`src/rtl/sbit_tap_delay.sv`:
```
// Multi-channel programmable tap delay line with registered output, fill tracking, flush and runtime tap writes.
// Optional macro SBIT_TAP_GLITCHLESS_EN: taps slew one step per ce edge toward the written target.
module sbit_tap_delay #(
    parameter int NCH         = 8,
    parameter int WIDTH       = 1,
    parameter int SELWIDTH    = 5,
    parameter int CHW         = 3,
    parameter int DEFAULT_TAP = 0
) (
    input  logic                   clock_i,
    input  logic                   reset_n_i,
    input  logic                   ce_i,
    input  logic                   flush_i,
    input  logic [NCH*WIDTH-1:0]   din_i,
    input  logic                   tap_wr_i,
    input  logic [CHW-1:0]         tap_ch_i,
    input  logic [SELWIDTH-1:0]    tap_i,
    output logic [NCH*WIDTH-1:0]   dout_o,
    output logic [NCH-1:0]         valid_o,
    output logic [NCH-1:0]         busy_o,
    output logic                   err_o
);

    localparam int                  DEPTH    = 2**SELWIDTH;
    localparam int                  FW       = SELWIDTH + 1;
    localparam logic [FW-1:0]       FILL_MAX = DEPTH[FW-1:0];
    localparam logic [SELWIDTH-1:0] TAP_RST  = DEFAULT_TAP[SELWIDTH-1:0];
    localparam logic [CHW:0]        NCH_EXT  = NCH[CHW:0];

    logic [DEPTH*WIDTH-1:0] r_data    [NCH];
    logic [FW-1:0]          r_fill    [NCH];
    logic [SELWIDTH-1:0]    r_tap_cur [NCH];
    logic [SELWIDTH-1:0]    r_tap_tgt [NCH];
    logic [NCH*WIDTH-1:0]   r_dout;
    logic [NCH-1:0]         r_valid;
    logic [NCH-1:0]         r_busy;
    logic                   r_err;

    logic [SELWIDTH-1:0]    w_cur_nxt [NCH];
    logic [SELWIDTH-1:0]    w_tgt_nxt [NCH];
    logic                   w_ch_ok;

    assign w_ch_ok = ({1'b0, tap_ch_i} < NCH_EXT);

    // Next tap state: accepted writes and, with slewing, one step per unflushed ce edge.
    always_comb begin
        for (int c = 0; c < NCH; c++) begin
            w_cur_nxt[c] = r_tap_cur[c];
            w_tgt_nxt[c] = r_tap_tgt[c];
`ifdef SBIT_TAP_GLITCHLESS_EN
            // The step uses the pre-write target so a new write takes effect from the next ce edge.
            if (ce_i && !flush_i) begin
                if (r_tap_cur[c] < r_tap_tgt[c]) begin
                    w_cur_nxt[c] = r_tap_cur[c] + SELWIDTH'(1);
                end else if (r_tap_cur[c] > r_tap_tgt[c]) begin
                    w_cur_nxt[c] = r_tap_cur[c] - SELWIDTH'(1);
                end else begin
                    w_cur_nxt[c] = r_tap_cur[c];
                end
            end else begin
                w_cur_nxt[c] = r_tap_cur[c];
            end
            if (tap_wr_i && w_ch_ok && (tap_ch_i == CHW'(c))) begin
                w_tgt_nxt[c] = tap_i;
            end else begin
                w_tgt_nxt[c] = r_tap_tgt[c];
            end
`else
            if (tap_wr_i && w_ch_ok && (tap_ch_i == CHW'(c))) begin
                w_tgt_nxt[c] = tap_i;
                w_cur_nxt[c] = tap_i;
            end else begin
                w_tgt_nxt[c] = r_tap_tgt[c];
                w_cur_nxt[c] = r_tap_cur[c];
            end
`endif
        end
    end

    // Shift data, tap output, fill/valid tracking, tap registers and error pulse.
    always_ff @(posedge clock_i or negedge reset_n_i) begin
        if (!reset_n_i) begin
            for (int c = 0; c < NCH; c++) begin
                r_data[c]    <= '0;
                r_fill[c]    <= '0;
                r_tap_cur[c] <= TAP_RST;
                r_tap_tgt[c] <= TAP_RST;
            end
            r_dout  <= '0;
            r_valid <= '0;
            r_busy  <= '0;
            r_err   <= 1'b0;
        end else begin
            r_err <= tap_wr_i & ~w_ch_ok;
            for (int c = 0; c < NCH; c++) begin
                r_tap_cur[c] <= w_cur_nxt[c];
                r_tap_tgt[c] <= w_tgt_nxt[c];
`ifdef SBIT_TAP_GLITCHLESS_EN
                r_busy[c]    <= (w_cur_nxt[c] != w_tgt_nxt[c]);
`else
                r_busy[c]    <= 1'b0;
`endif
            end
            if (flush_i) begin
                for (int c = 0; c < NCH; c++) begin
                    r_data[c] <= '0;
                    r_fill[c] <= '0;
                end
                r_dout  <= '0;
                r_valid <= '0;
            end else if (ce_i) begin
                for (int c = 0; c < NCH; c++) begin
                    r_data[c] <= {r_data[c][(DEPTH-1)*WIDTH-1:0], din_i[c*WIDTH +: WIDTH]};
                    r_dout[c*WIDTH +: WIDTH] <= r_data[c][int'(r_tap_cur[c])*WIDTH +: WIDTH];
                    r_fill[c]  <= (r_fill[c] == FILL_MAX) ? r_fill[c] : r_fill[c] + FW'(1);
                    r_valid[c] <= (r_fill[c] > {1'b0, r_tap_cur[c]});
                end
            end else begin
                r_dout  <= r_dout;
                r_valid <= r_valid;
            end
        end
    end

    assign dout_o  = r_dout;
    assign valid_o = r_valid;
    assign busy_o  = r_busy;
    assign err_o   = r_err;

endmodule

```
`config.mk`:
```
export PLATFORM = sky130hd
export DESIGN_NAME = sbit_tap_delay
export DESIGN_NICKNAME = d
export VERILOG_FILES = /design/src/rtl/sbit_tap_delay.sv
export SDC_FILE = /design/constraint.sdc
export NUM_CORES = 1
export LEC_CHECK = 0
export ABC_AREA = 1
export ABC_CLOCK_PERIOD_IN_PS = 2590
export CORE_ASPECT_RATIO = 1.1
export CORE_UTILIZATION = 25
export DETAILED_ROUTE_END_ITERATION = 8
export PLACE_DENSITY = 0.48
export SLEW_MARGIN = 20
export SYNTH_ARGS = -nofsm -noshare
export SYNTH_HDL_FRONTEND = slang
export SYNTH_SLANG_ARGS = --single-unit
```
`constraint.sdc`:
```
create_clock -name clock_i -period 2.59 [get_ports clock_i]
set_input_delay 0.3885 -clock clock_i [delete_from_list [all_inputs] [get_ports clock_i]]
set_output_delay 0.3885 -clock clock_i [all_outputs]
set_load 0.02 [all_outputs]
```
==> flow_summary.ini <==
[cells_and_area]
final_cells = 3111
drive_gt1_frac = 0.1035
nFillCells = 7509
area_growth_pct = 15.90
final_cell_mix = nand2_1, inv_1, dfrtp_1, nand3_1, o22ai_1
design_area_um2 = 21060
multi_input_area_um2 = 7201
seq_area_um2 = 9009
fin_nets = 2214
final_common_cell = nand2_1
fin_util = 0.2933

[synth]
yosysUniqueCellTypes = 30
synthCells = 2109
syn_avg_cell_area_um2 = 8.614
ys_seq_area_frac = 0.4959
synth-seq-cells = 360
yosys_warnings = 0
syn_area_um2 = 18170

[clock_network]
clk_root_buffer_cell = clkbuf_16
clock_latency_ns = 0.57
clk_path_buf_depth = 3
post_cts_resize_count = 0
cts_hold_buf = 1
cts_tree = done
numCtsBuffers = 43
clkSlewWorstSetupHoldPaths_ns = 0.06
postCtsSetupBuffers = 0
htree_num_levels = 2
cts.sinks = 360

[global_route]
grt_max_degree = 101
grt_pass1_vias = 14070
grt.total_usage = 0.1241
gr-total-overflow = 0
antenna_found_initial = 4
grt_first_pass_wirelength_um = 74600

[routing]
vias = 14170
drt-wirelength-per-cell_um = 14.59
avgViaCountPerCell = 4.555
first_pass_iters = 5
dr.first_iter.drc_count = 840
drc = 0
postRouteAntennaNets = 0
wl_um = 45370

[timing]
maxSlewViolCount = 0
worst_pin_slew_ns = 0.6327
skew_ns = 0.02861
fin_setup_tns_ns = 0
maxSlewHeadroom = 0.5778
grt_setup_unrepaired = false
min_period_over_period = 0.7795
fmax_ghz = 0.4953
hold_ws_ns = 0.2932
setup_viol = 0
hold_viol = 0
fin_crit_ns = 2.019

[worst_setup_path]
critPathKind = reg -> out
critical-path-top-delay-family = buffers and inverters
critical_path.slowest_cell = clkdlybuf4s50_1
crit_chain = clkdlybuf4s50_1
crit_fanout = 2
cp-start-kind = flip-flop
cp-end-kind = primary output
cp_num_buf_inv = 1
critPathArrivalTime_ns = 1.63
cp.required_ns = 2.20
slowest_delay_ns = 0.63

[outcome]
status = finished clean

[placed_design]
placed_cell_area_um2 = 19640
portBuffers = 36
place.gp.congestion = 0.7723
placed_cells = 3036
dp_hpwl_um = 28760

[floorplan]
dieArea_um2 = 73750
io_pins = 46
core_um2 = 71780
row_count = 103
start_util = 0.2531
die_h_um = 284.7
die_w_um = 259.0

[power]
peakVddDrop_mv = 0.4150
p_per_area_nw_per_um2 = 723.3
p_leak_nw = 9.031

[flow_run]
maxCapViolations = 0

[worst_hold_path]
worstHoldPathType = in -> async
-- layout make-up --
cell class | count | share of cell area
sequential | 360 | 0.4279
multi-input combinational | 1278 | 0.3420
inverter | 373 | 0.06721
clock buffer | 63 | 0.05942
tap | 945 | 0.05616
timing repair buffer | 81 | 0.04005
clock inverter | 9 | 0.007072
antenna | 2 | 0.0002377
-- flip-flops by register name (all words and copies together) (netlist names) --
name       cells
dout_o         8
r_data       256
r_fill        48
r_tap_cur     40
valid_o        8
-- metal layers --
layer,global-route usage,part of all wire,vias to the layer above
met5,0,0.00051,-
met4,0.03595,0.023,4
met3,0.02498,0.042,66
met2,0.2021,0.47,199
met1,0.1654,0.47,6930
li1,-,-,6971
-- kinds of logic (layout without fill, tap and decap cells) --
logic type                 count (synthesis)  after routing  share of synthesized area
and+or+nand+nor                          837            837                     0.1975
buffers and inverters                    479            526                     0.1100
AOI/OAI and AO/OA                        374            374                     0.1569
DFF                                      360            360                     0.4959
adders and majority gates                 56             56                    0.03857
xor gates and xnor gates                   2              2                  0.0009644
other                                      1             11                  0.0002064
-- per-stage QoR --
stage,worst slack (ns),power [mW]
after floorplan,1.026,8.224
after global placement,0.3096,9.201
after detailed placement,0.2734,9.283
after CTS,0.5401,15.51
after global routing,0.5220,16.16
final,0.5710,15.23
-- worst paths after layout --
check	from	end	slack, ns	depth (start not counted)
worst max-delay path	dout_o[3]$_DFFE_PN0P_	dout_o[3]	0.57	1
worst min-delay path	reset_n_i	r_data[121]$_DFFE_PN0P_	0.29	2
worst max register to register	r_tap_cur[21]$_DFFE_PN0P_	valid_o[3]$_DFFE_PN0P_	0.73	8
worst min register to register	r_data[127]$_DFFE_PN0P_	r_data[127]$_DFFE_PN0P_	0.48	2
max in group asynchronous	reset_n_i	r_data[197]$_DFFE_PN0P_	1.39	3
min in group clock_i	din_i[0]	r_data[224]$_DFFE_PN0P_	0.38	3
-- report_power, final --
part	switching [mW]	leakage, nW	internal [mW]
Sequential	0.400	4.92	5.95
Combinational	1.80	3.42	0.987
Clock	2.38	0.690	3.71
-- cell usage after synthesis --
cell type  number  share of area
nand2_1       474          0.098
dfrtp_1       360           0.50
inv_1         360          0.074
nand3_1       259          0.071
o22ai_1       137          0.047
o22ai_2       100          0.069
o21ai_0        80          0.022
nor2_1         68          0.014
ha_1           56          0.039
buf_2          41          0.011
a21oi_1        38          0.010
clkbuf_1       34         0.0070
nand4_1        18         0.0062
buf_4          15         0.0062
buf_6          12         0.0074
nor3_2         10         0.0055
clkinv_1        8         0.0017
o211ai_1        7         0.0029
nor3_1          5         0.0014
buf_1           4        0.00083
inv_2           4        0.00083
o2111ai_1       4         0.0019
o311ai_0        4         0.0019
o31ai_1         3         0.0012
nor2_2          2        0.00069
xor2_1          2        0.00096
a31oi_1         1        0.00034
conb_1          1        0.00021
inv_4           1        0.00034
nor3b_1         1        0.00041
Note: power is estimated with default switching activity, not from simulation.
